==> src/rtl/multi_multiplier.sv <==
// Batch dispatcher for IEEE754 single-precision multiplication: NUM_UNITS operand pairs in, products out one per cycle in lane order.
// Build option MULT_PARALLEL_START_EN: start every unit on the acceptance edge instead of one unit per cycle.

module verilog_multiplier (
  input  logic        clk,
  input  logic        rst,
  input  logic        ready,
  input  logic [31:0] a,
  input  logic [31:0] b,
  output logic [31:0] res,
  output logic        done
);

  typedef enum logic [1:0] {
    U_IDLE = 2'd0,
    U_BUSY = 2'd1,
    U_DONE = 2'd2
  } ustate_t;

  ustate_t            st_r, st_n;
  logic [47:0]        acc_r, acc_n;
  logic [47:0]        mcand_r, mcand_n;
  logic [23:0]        mplier_r, mplier_n;
  logic               sign_r, sign_n;
  logic signed [9:0]  exp_r, exp_n;
  logic               special_r, special_n;
  logic [31:0]        res_r, res_n;
  logic [4:0]         tz_s;
  logic [32:0]        sp_s;
  logic [23:0]        ma_s, mb_s;

  // Index of the lowest set bit; multiplier trailing zeros are skipped, so latency depends on the operand.
  function automatic logic [4:0] tz24(input logic [23:0] m);
    logic [4:0] t;
    t = 5'd0;
    for (int i = 23; i >= 0; i--) begin
      if (m[i]) t = 5'(i);
      else      t = t;
    end
    return t;
  endfunction

  // Zero, infinity and NaN operands bypass the mantissa loop; subnormals are flushed to zero.
  function automatic logic [32:0] fp_special(input logic [31:0] x, input logic [31:0] y);
    logic xn, yn, xi, yi, xz, yz, s;
    logic [32:0] r;
    s  = x[31] ^ y[31];
    xn = (x[30:23] == 8'hFF) && (x[22:0] != 23'h0);
    yn = (y[30:23] == 8'hFF) && (y[22:0] != 23'h0);
    xi = (x[30:23] == 8'hFF) && (x[22:0] == 23'h0);
    yi = (y[30:23] == 8'hFF) && (y[22:0] == 23'h0);
    xz = (x[30:23] == 8'h00);
    yz = (y[30:23] == 8'h00);
    if (xn || yn || (xi && yz) || (xz && yi)) r = {1'b1, 32'h7FC00000};
    else if (xi || yi)                        r = {1'b1, s, 8'hFF, 23'h0};
    else if (xz || yz)                        r = {1'b1, s, 31'h0};
    else                                      r = {1'b0, 32'h0};
    return r;
  endfunction

  // Normalise a 48-bit mantissa product, round to nearest even, and saturate to inf / flush to zero.
  function automatic logic [31:0] fp_pack(input logic s, input logic signed [9:0] e, input logic [47:0] p);
    logic [22:0]       m;
    logic              g, st;
    logic signed [9:0] ex;
    logic [23:0]       mr;
    logic [31:0]       r;
    if (p[47]) begin
      m = p[46:24]; g = p[23]; st = |p[22:0]; ex = e + 10'sd1;
    end else begin
      m = p[45:23]; g = p[22]; st = |p[21:0]; ex = e;
    end
    mr = {1'b0, m} + {23'h0, (g & (st | m[0]))};
    if (mr[23]) ex = ex + 10'sd1;
    else        ex = ex;
    if (ex >= 10'sd255)   r = {s, 8'hFF, 23'h0};
    else if (ex <= 10'sd0) r = {s, 31'h0};
    else                   r = {s, ex[7:0], mr[22:0]};
    return r;
  endfunction

  assign ma_s = {1'b1, a[22:0]};
  assign mb_s = {1'b1, b[22:0]};
  assign tz_s = tz24(mb_s);
  assign sp_s = fp_special(a, b);
  assign res  = res_r;
  assign done = (st_r == U_DONE);

  // Unit sequencing: done is held while ready stays high, and drops one cycle after ready is released.
  always_comb begin
    st_n      = st_r;
    acc_n     = acc_r;
    mcand_n   = mcand_r;
    mplier_n  = mplier_r;
    sign_n    = sign_r;
    exp_n     = exp_r;
    special_n = special_r;
    res_n     = res_r;
    case (st_r)
      U_IDLE: begin
        if (ready) begin
          st_n      = U_BUSY;
          sign_n    = a[31] ^ b[31];
          exp_n     = $signed({2'b00, a[30:23]}) + $signed({2'b00, b[30:23]}) - 10'sd127;
          acc_n     = 48'h0;
          mcand_n   = {24'h0, ma_s} << tz_s;
          mplier_n  = mb_s >> tz_s;
          special_n = sp_s[32];
          res_n     = sp_s[31:0];
        end else begin
          st_n = U_IDLE;
        end
      end
      U_BUSY: begin
        if (special_r) begin
          st_n = U_DONE;
        end else begin
          acc_n    = acc_r + (mplier_r[0] ? mcand_r : 48'h0);
          mcand_n  = mcand_r << 1;
          mplier_n = mplier_r >> 1;
          if (mplier_r[23:1] == 23'h0) begin
            st_n  = U_DONE;
            res_n = fp_pack(sign_r, exp_r, acc_n);
          end else begin
            st_n = U_BUSY;
          end
        end
      end
      U_DONE: begin
        if (!ready) st_n = U_IDLE;
        else        st_n = U_DONE;
      end
      default: st_n = U_IDLE;
    endcase
  end

  // Unit state and datapath registers.
  always_ff @(posedge clk) begin
    if (rst) begin
      st_r      <= U_IDLE;
      acc_r     <= 48'h0;
      mcand_r   <= 48'h0;
      mplier_r  <= 24'h0;
      sign_r    <= 1'b0;
      exp_r     <= 10'sd0;
      special_r <= 1'b0;
      res_r     <= 32'h0;
    end else begin
      st_r      <= st_n;
      acc_r     <= acc_n;
      mcand_r   <= mcand_n;
      mplier_r  <= mplier_n;
      sign_r    <= sign_n;
      exp_r     <= exp_n;
      special_r <= special_n;
      res_r     <= res_n;
    end
  end

endmodule

module multi_multiplier #(
  parameter  int NUM_UNITS = 2,
  localparam int IDX_W     = (NUM_UNITS > 1) ? $clog2(NUM_UNITS) : 1
) (
  input  logic                     clk,
  input  logic                     rst,
  input  logic                     ready,
  input  logic [NUM_UNITS*32-1:0]  op1,
  input  logic [NUM_UNITS*32-1:0]  op2,
  output logic [31:0]              res,
  output logic                     res_valid,
  output logic [IDX_W-1:0]         res_idx,
  output logic                     done,
  output logic                     busy,
  output logic [2:0]               STATE
);

  typedef enum logic [2:0] {
    ST_START = 3'd0,
    ST_RUN   = 3'd1,
    ST_WAIT  = 3'd2,
    ST_RET   = 3'd3
  } state_t;

  localparam logic [IDX_W-1:0] LAST_IDX = IDX_W'(NUM_UNITS - 1);

  state_t                  state_r, state_n;
  logic [NUM_UNITS*32-1:0] op1_r, op2_r;
  logic [NUM_UNITS-1:0]    rdy_r, rdy_n;
  logic [NUM_UNITS-1:0]    capt_r, capt_n;
  logic [NUM_UNITS-1:0]    cap_en_s;
  logic [31:0]             result_r [NUM_UNITS];
  logic [IDX_W-1:0]        cnt_r, cnt_n;
  logic                    ld_ops_s;
  logic [31:0]             res_r, res_n;
  logic [IDX_W-1:0]        res_idx_r, res_idx_n;
  logic                    res_valid_r, res_valid_n;
  logic                    done_r, done_n;
  logic                    busy_r, busy_n;
  logic [31:0]             unit_res_s [NUM_UNITS];
  logic [NUM_UNITS-1:0]    unit_done_s;

  for (genvar g = 0; g < NUM_UNITS; g++) begin : g_unit
    verilog_multiplier u_mult (
      .clk   (clk),
      .rst   (rst),
      .ready (rdy_r[g]),
      .a     (op1_r[g*32 +: 32]),
      .b     (op2_r[g*32 +: 32]),
      .res   (unit_res_s[g]),
      .done  (unit_done_s[g])
    );
  end

  assign res       = res_r;
  assign res_valid = res_valid_r;
  assign res_idx   = res_idx_r;
  assign done      = done_r;
  assign busy      = busy_r;
  assign STATE     = state_r;

  // Next-state, unit start, capture and output-register values.
  always_comb begin
    state_n     = state_r;
    cnt_n       = cnt_r;
    rdy_n       = rdy_r;
    capt_n      = capt_r;
    cap_en_s    = '0;
    ld_ops_s    = 1'b0;
    res_n       = 32'h0;
    res_idx_n   = '0;
    res_valid_n = 1'b0;
    done_n      = 1'b0;
    case (state_r)
      ST_START: begin
        if (ready) begin
          ld_ops_s = 1'b1;
          capt_n   = '0;
          cnt_n    = '0;
          state_n  = ST_RUN;
`ifdef MULT_PARALLEL_START_EN
          rdy_n    = '1;
`else
          // Unit 0 starts on the acceptance edge so unit k starts k edges later.
          rdy_n    = '0;
          rdy_n[0] = 1'b1;
`endif
        end else begin
          state_n = ST_START;
        end
      end
      ST_RUN: begin
`ifdef MULT_PARALLEL_START_EN
        state_n = ST_WAIT;
        rdy_n   = '0;
`else
        if (cnt_r == LAST_IDX) begin
          state_n = ST_WAIT;
          rdy_n   = '0;
          cnt_n   = '0;
        end else begin
          cnt_n        = cnt_r + IDX_W'(1);
          rdy_n[cnt_n] = 1'b1;
        end
`endif
      end
      ST_WAIT: begin
        if (&capt_r) begin
          state_n     = ST_RET;
          cnt_n       = '0;
          res_n       = result_r[0];
          res_idx_n   = '0;
          res_valid_n = 1'b1;
          done_n      = 1'b1;
        end else begin
          for (int k = 0; k < NUM_UNITS; k++) begin
            if (unit_done_s[k] && !capt_r[k]) begin
              cap_en_s[k] = 1'b1;
              capt_n[k]   = 1'b1;
            end else begin
              cap_en_s[k] = 1'b0;
            end
          end
        end
      end
      ST_RET: begin
        if (cnt_r == LAST_IDX) begin
          state_n = ST_START;
          cnt_n   = '0;
        end else begin
          cnt_n       = cnt_r + IDX_W'(1);
          res_n       = result_r[cnt_n];
          res_idx_n   = cnt_n;
          res_valid_n = 1'b1;
          done_n      = 1'b1;
        end
      end
      default: begin
        state_n = ST_START;
        rdy_n   = '0;
        cnt_n   = '0;
        capt_n  = '0;
      end
    endcase
    busy_n = (state_n != ST_START);
  end

  // Controller state, operand/result storage and registered outputs.
  always_ff @(posedge clk) begin
    if (rst) begin
      state_r     <= ST_START;
      op1_r       <= '0;
      op2_r       <= '0;
      rdy_r       <= '0;
      capt_r      <= '0;
      cnt_r       <= '0;
      res_r       <= 32'h0;
      res_idx_r   <= '0;
      res_valid_r <= 1'b0;
      done_r      <= 1'b0;
      busy_r      <= 1'b0;
      for (int k = 0; k < NUM_UNITS; k++) result_r[k] <= 32'h0;
    end else begin
      state_r     <= state_n;
      rdy_r       <= rdy_n;
      capt_r      <= capt_n;
      cnt_r       <= cnt_n;
      res_r       <= res_n;
      res_idx_r   <= res_idx_n;
      res_valid_r <= res_valid_n;
      done_r      <= done_n;
      busy_r      <= busy_n;
      if (ld_ops_s) begin
        op1_r <= op1;
        op2_r <= op2;
      end else begin
        op1_r <= op1_r;
        op2_r <= op2_r;
      end
      for (int k = 0; k < NUM_UNITS; k++) begin
        if (cap_en_s[k]) result_r[k] <= unit_res_s[k];
        else             result_r[k] <= result_r[k];
      end
    end
  end

endmodule

==> config.mk <==
export PLATFORM = sky130hd
export DESIGN_NAME = multi_multiplier
export DESIGN_NICKNAME = d
export VERILOG_FILES = /design/src/rtl/multi_multiplier.sv
export SDC_FILE = /design/constraint.sdc
export NUM_CORES = 2
export LEC_CHECK = 0
export ABC_AREA = 1
export BUFFER_PORTS_ARGS = -buffer_cell sky130_fd_sc_hd__buf_4
export CAP_MARGIN = 20
export CORE_MARGIN = 10
export CORE_UTILIZATION = 30
export DETAILED_ROUTE_END_ITERATION = 8
export GPL_ROUTABILITY_DRIVEN = 0
export SKIP_LAST_GASP = 1
export SYNTH_ARGS = -nofsm -noshare
export SYNTH_HDL_FRONTEND = slang
export SYNTH_SLANG_ARGS = --single-unit
export TNS_END_PERCENT = 1
==> constraint.sdc <==
create_clock -name clk -period 8.7 [get_ports clk]
set_input_delay 0.435 -clock clk [delete_from_list [all_inputs] [get_ports clk]]
set_output_delay 0.435 -clock clk [all_outputs]
set_load 0.01 [all_outputs]
Word level (Yosys, flattened, before mapping)
Memory sizes are Yosys's and may differ from the RTL's.
Index checks and enable logic that the tools add are counted.
- bits of input ports: 131
- bits in registers: 503
- bits in writable memories: 64
- memories kept: 1
- shift-type cells: 4
- magnitude comparators: 6
- reductions and logical operators: 66
- muxes and demuxes: 183
- equality and inequality tests: 23
- $add $sub $neg: 13
- bitwise logic cells: 14
- memory list (name ; depth ; bits a word ; rd ports ; clocked after memory_dff ; write ports ; RTL line ; RTL):
    result_r ; 2 ; 32 ; 2 ; 0 ; 2 ; 193 ; logic [31:0] result_r [NUM_UNITS];
- operator list (kind ; number):
    48-bit 2-to-1 mux ; 10
    32-bit 2-to-1 mux ; 12
    48-bit case mux with 2 select lines ; 4
    5-bit 2-to-1 mux ; 44
    33-bit 2-to-1 mux ; 6
    32-bit case mux with 2 select lines ; 3
    23-bit 2-to-1 mux ; 8
    10-bit 2-to-1 mux ; 16
    23-bit zero test ; 6
    31-bit 2-to-1 mux ; 4
    48-bit adder ; 2
    24-bit 2-to-1 mux ; 4
    24-bit case mux with 2 select lines ; 2
    24-bit by 5-bit left shift with 48-bit output ; 2
    23-bit nonzero test ; 4
    23-bit by 1-bit adder with 24-bit output ; 2
    24-bit by 5-bit >> shifter with 24-bit output ; 2
    1-bit 2-to-1 mux ; 47
    23-bit OR reduction ; 2
    22-bit OR reduction ; 2
    10-bit by 2-bit adder with 10-bit output, second input constant ; 4
    8-bit equality test, second input constant ; 4
    8-bit zero test ; 4
    2-bit 2-to-1 mux ; 12
    other kinds (36) ; 103

Depth between registers and ports, before layout
- depth in word-level cells: 26
- gate-level depth with buffers: 39
- depth with buffers taken out: 36

Hierarchy
Synthesis repeated with hierarchy kept, for this count alone.
- cell total of the unflattened synthesis: 7060
- area total of the unflattened synthesis: 41999.0 µm²
- modules (own cells, without submodules) (module ; cells each ; seq. area each (µm²) ; instances ; area each (µm²)):
    verilog_multiplier at g_unit[0].u_mult ; 3073 ; 3323.2 ; 1 ; 16881.2
    verilog_multiplier at g_unit[1].u_mult ; 3024 ; 3323.2 ; 1 ; 16500.8
    multi_multiplier ; 963 ; 5345.1 ; 1 ; 8617.0

Worst setup path before layout
Ideal clock, no wire load.
- kind: register to register
- start point: register state_r[1], in the netlist STATE[1]
- end point: memory result_r[0][0], enable pin
- buffers on the path: 0
- path slack: 4.101 ns
- arrival time: 4.089 ns
- stages on the path, launching flop included: 7
- required time: 8.189 ns
- library setup time: 0.511 ns
- cell sequence: dfxtp_1 inv_1 nor2_1 inv_1 nor2_1 inv_1 o41ai_1
- RTL lines (element ; RTL line ; RTL):
    start: declaration ; 188 ; state_t state_r, state_n;
    start signal: assignment ; 325 ; state_r <= state_n;
    end: declaration ; 193 ;

Worst setup path in the final report
- start point: register g_unit[0].u_mult.mplier_r[0]
- end point: register g_unit[0].u_mult.res_r[8]
- longest elaborated chain between the ends: 20
- RTL lines (element ; RTL line ; RTL):
    start: declaration ; 23 ; logic [23:0] mplier_r, mplier_n;
    start signal: assignment ; 152 ; mplier_r <= mplier_n;
    48-bit 2-to-1 mux (*) ; 118 ; acc_n = acc_r + (mplier_r[0] ? mcand_r : 48'h0);
    48-bit adder (*) ; 118 ;
    23-bit OR reduction / 22-bit OR reduction (equally long branches) ; 69, 71 ;
    1-bit 2-to-1 mux ; 68 ; if (p[47]) begin
    1-bit 2-to-1 mux ; 121 ; if (mplier_r[23:1] == 23'h0) begin
    1-bit 2-to-1 mux ; 115 ; if (special_r) begin
    1-bit 2-to-1 mux ; 99 ; case (st_r)
    1-bit OR ; 73 ; mr = {1'b0, m} + {23'h0, (g & (st | m[0]))};
    [... 4 more ...] ; n/a ;
    10-bit 2-to-1 mux ; 115 ;
    10-bit 2-to-1 mux ; 99 ;
    10-bit by 1-bit <= comparator with 1-bit output ; 77 ; else if (ex <= 10'sd0) r = {s, 31'h0};
    31-bit 2-to-1 mux ; 77 ;
    31-bit 2-to-1 mux (*) ; 76 ; if (ex >= 10'sd255) r = {s, 8'hFF, 23'h0};
    32-bit 2-to-1 mux (*) ; 121 ;
    32-bit 2-to-1 mux (*) ; 115 ;
    32-bit case mux with 2 select lines (*) ; 99 ;
    end signal: assignment ; 156 ; res_r <= res_n;
    end: declaration ; 27 ; logic [31:0] res_r, res_n;
Every way passes the cells marked *; elsewhere a longest branch is shown, timed or not. The select of a mux whose other input is x is not followed.
A chain may end at the register's enable or synchronous reset.

==> results by group <==
Run status
  • Status: finished, final reports clean

Route
  • Max Used Layer: met5
  • Vias: 43,580
  • Metal-1 WL: 64,030 um
  • Post-route ant nets: 0
  • DR WL met3: 9521 um
  • DRT Wirelength: 147,100 um
  • WL per Instance: 17.12 um
  • Drt pass-1 iters: 9
  • Wire length on met2: 68,270 um
  • Vias per inst: 5.072
  • # DRC: 0
  • DR iter-0 viols: 4,108

Logic synthesis
  • EDFF count, synth: 64
  • Mapped Area: 40,850 um^2
  • Synth async-reset ratio: 0%
  • Syn nets: 6,997
  • Mapped Cells: 6,744
  • Synth unique cells: 58
  • Area leader, netlist: dfxtp_1
  • Dominant synthesized flop cell: dfxtp_1
  • Synth top area share: 24.65%
  • Register area share after synthesis: 29.35%
  • Synth Register Bits: 567
  • Top post-synthesis cells by area: dfxtp_1 (25%), nand2_1 (20%), inv_1 (8.3%)
  • Syn avg cell area: 6.058 um^2
  • Yosys warning total: 0

Layout
  • Share of layout cells above drive strength 1: 8.048%
  • Most common cell after layout, fill and taps aside: nand2_1
  • Register area: 11,990 um^2
  • Area grow syn2layout: 12.65%
  • Filler instances: 14,890
  • Most frequent cells in the layout: nand2_1 (2,128), inv_1 (901), nand3_1 (669), a21oi_1 (533), dfxtp_1 (503)
  • Post-layout nets: 7,008
  • Footprint of the multi-input gates: 24,200 um^2
  • Fin area: 46,020 um^2

GRT
  • GRT Total Usage: 18.65%
  • Total gr overflow: 0
  • Largest net degree at the start of global routing: 118
  • First-pass GRT wire length: 228,400 um
  • Number of global-route vias before repair: 40,870
  • Antenna violations before repair: 7

Flow run
  • MaxCap Viol Count: 0

Die
  • Initial Util: 30.20%
  • Chip Width: 389.0 um
  • Floorplan core area: 135,300 um^2
  • Std cell rows: 135
  • Die Height: 389.0 um
  • Total Die Area: 151,300 um^2
  • I/O pins: 170

Timing
  • Final setup fails: 0
  • Clock skew after layout: 0.03774 ns
  • Slew HR: 27.72%
  • Worst hold slack: 0.03803 ns
  • Final worst path period share: 61.40%
  • Post-Route Setup TNS: 0 ns
  • Fin. max-slew vios: 0
  • Fmax: 187.2 MHz
  • Min Tclk post-route: 5.342 ns
  • RSZ-0062 raised after global routing: no
  • Tightest Pin Transition: 1.080 ns
  • Final hold vios: 0

Worst hold path
  • HP Class: in -> reg

Worst setup path
  • Worst setup SP type: flip-flop
  • Max incr delay on CP: 0.50 ns
  • WP data arrival: 5.87 ns
  • Crit-path max FO: 50
  • Endpoint type of the worst setup path: flip-flop
  • CP Buf/Inv Count: 3
  • Top delay family on crit path: simple AND/OR/NAND/NOR gates
  • Critical path's slowest cell: nand2_2
  • Worst Setup Path Type: reg -> reg
  • Cell mode on critical path: nand2_1
  • CP required: 9.23 ns

Clock tree
  • CTS Sinks: 567
  • Clock Root Buffer: clkbuf_16
  • Number of post-CTS setup repair buffers: 0
  • Clock buffer depth: 3
  • H-tree depth: 3
  • CTS Buf Count: 71
  • Clock-pin slew on the worst setup and hold paths: 0.05 ns
  • Skew-Pair Late Insertion Delay: 0.68 ns
  • CTS tree: done

Power and ir drop
  • Static Leak: 0.02167 uW
  • PD cells: 167.2 nW/um^2
  • Power Total: 7694 uW
  • VDD IR max: 118.8 uV

Placed design
  • Placed Area: 43,540 um^2
  • Port Buffers: 169
  • Post-DP HPWL: 112,700 um
-- worst reg2reg max path: cells and delay by family (launching register included) --
family | cells | cell delay, ns
AOI/OAI and AO/OA | 1 | 0.10
adders and majority gates | 1 | 0.30
buffers and inverters | 3 | 0.61
DFF | 1 | 0.30
and+or+nand+nor | 25 | 3.91
-- cell usage after synthesis (4+ instances only) --
| master | instances |
|---|---|
| a22oi_1 | 64 |
| and2_1 | 8 |
| o21ai_0 | 364 |
| a21oi_1 | 535 |
| edfxtp_1 | 64 |
| buf_6 | 21 |
| a31oi_1 | 33 |
| nor4_1 | 40 |
| nand2_1 | 2131 |
| nand3_2 | 27 |
| nor3_2 | 5 |
| xor2_1 | 66 |
| o21ai_1 | 16 |
| xnor2_1 | 32 |
| nand3_1 | 670 |
| nand4_1 | 116 |
| buf_1 | 25 |
| inv_2 | 19 |
| dfxtp_1 | 503 |
| o21bai_1 | 11 |
| nand2_4 | 7 |
| nor2_2 | 41 |
| nand3b_1 | 17 |
| o211ai_1 | 37 |
| or2_2 | 20 |
| inv_1 | 902 |
| nor2_4 | 10 |
| clkinv_1 | 8 |
| ha_1 | 118 |
| nor3_1 | 49 |
| o21ai_2 | 17 |
| nand2_2 | 49 |
| clkbuf_1 | 236 |
| nor2_1 | 441 |
| fa_1 | 4 |
-- metrics by stage --
step / setup slack (ns) / cells / util [%]
6_report: 3.358 / 8592 / 34.01
5_1_grt: 2.746 / 8592 / 34.01
4_1_cts: 3.412 / 8584 / 33.93
3_5_place_dp: 3.436 / 8449 / 32.18
3_3_place_gp: 3.553 / 8447 / 32.16
2_1_floorplan: 4.101 / 6744 / -
-- sequential cells by signal, summed over array words and instances (netlist names) --
signal / flops
capt_r: 2
done: 1
g_unit.u_mult.special_r: 2
res: 32
STATE: 3
op2_r: 64
g_unit.u_mult.mplier_r: 48
busy: 1
result_r: 64
g_unit.u_mult.exp_r: 20
cnt_r: 1
g_unit.u_mult.res: 64
op1_r: 64
g_unit.u_mult.mcand_r: 96
g_unit.u_mult.st_r: 4
res_idx: 1
rdy_r: 2
g_unit.u_mult.sign_r: 2
g_unit.u_mult.acc_r: 96
-- worst paths after layout --
kind	to	from	cells past startpoint	slack, ns
setup reg to reg	g_unit[0].u_mult.res[8]$_SDFFE_PP0P_	g_unit[0].u_mult.mplier_r[0]$_SDFFE_PP0P_	30	3.36
hold reg to reg	g_unit[1].u_mult.mplier_r[0]$_SDFFE_PP0P_	g_unit[1].u_mult.mplier_r[0]$_SDFFE_PP0P_	2	0.47
hold / removal	op2_r[63]$_SDFFE_PP0P_	op2[63]	3	0.04
setup / recovery	g_unit[0].u_mult.res[8]$_SDFFE_PP0P_	g_unit[0].u_mult.mplier_r[0]$_SDFFE_PP0P_	30	3.36
-- layout make-up --
cell class | count | area share [%]
multi-input cells | 4958 | 52.59
flip-flops and latches | 567 | 26.06
inverters | 930 | 7.613
well taps | 1781 | 4.842
clock buffers | 98 | 4.394
repair buffers | 227 | 3.926
clock inverters | 29 | 0.5655
diodes | 2 | 0.01088
-- kinds of logic (layout without fill, tap and decap cells) --
group                    Yosys count  count (layout)  share of synthesized area, %
AND/OR/NAND/NOR                 3639            3639                         38.48
buffers and inverters           1219            1284                         11.70
AO/OA/AOI/OAI                   1097            1097                         14.53
flip-flops                       567             567                         29.35
adder cells (fa/ha/maj)          122             122                         3.810
XOR/XNOR                          98              98                         2.101
other                              1               3                      0.009179
multiplexers                       1               1                       0.02450
-- metal layers --
layer / up-vias / global-route usage, %
li1: 21790 / -
met1: 20120 / 23.83
met2: 1431 / 31.58
met3: 236 / 2.975
met4: 4 / 6.526
met5: - / 0
-- what timing repair did --
| item | in CTS | in global routing |
|---|---|---|
| hold buffers | 8 | 0 |
| resized for setup | 0 | 0 |
| hold endpoints to repair | 8 | 0 |
-- power breakdown --
group / leakage (uW) / switching [uW] / internal (uW)
combinational: 0.0158 / 1320 / 549
sequential: 0.00475 / 116 / 2760
clock: 0.00112 / 1230 / 1720
Power figures use the tool's default switching activity.
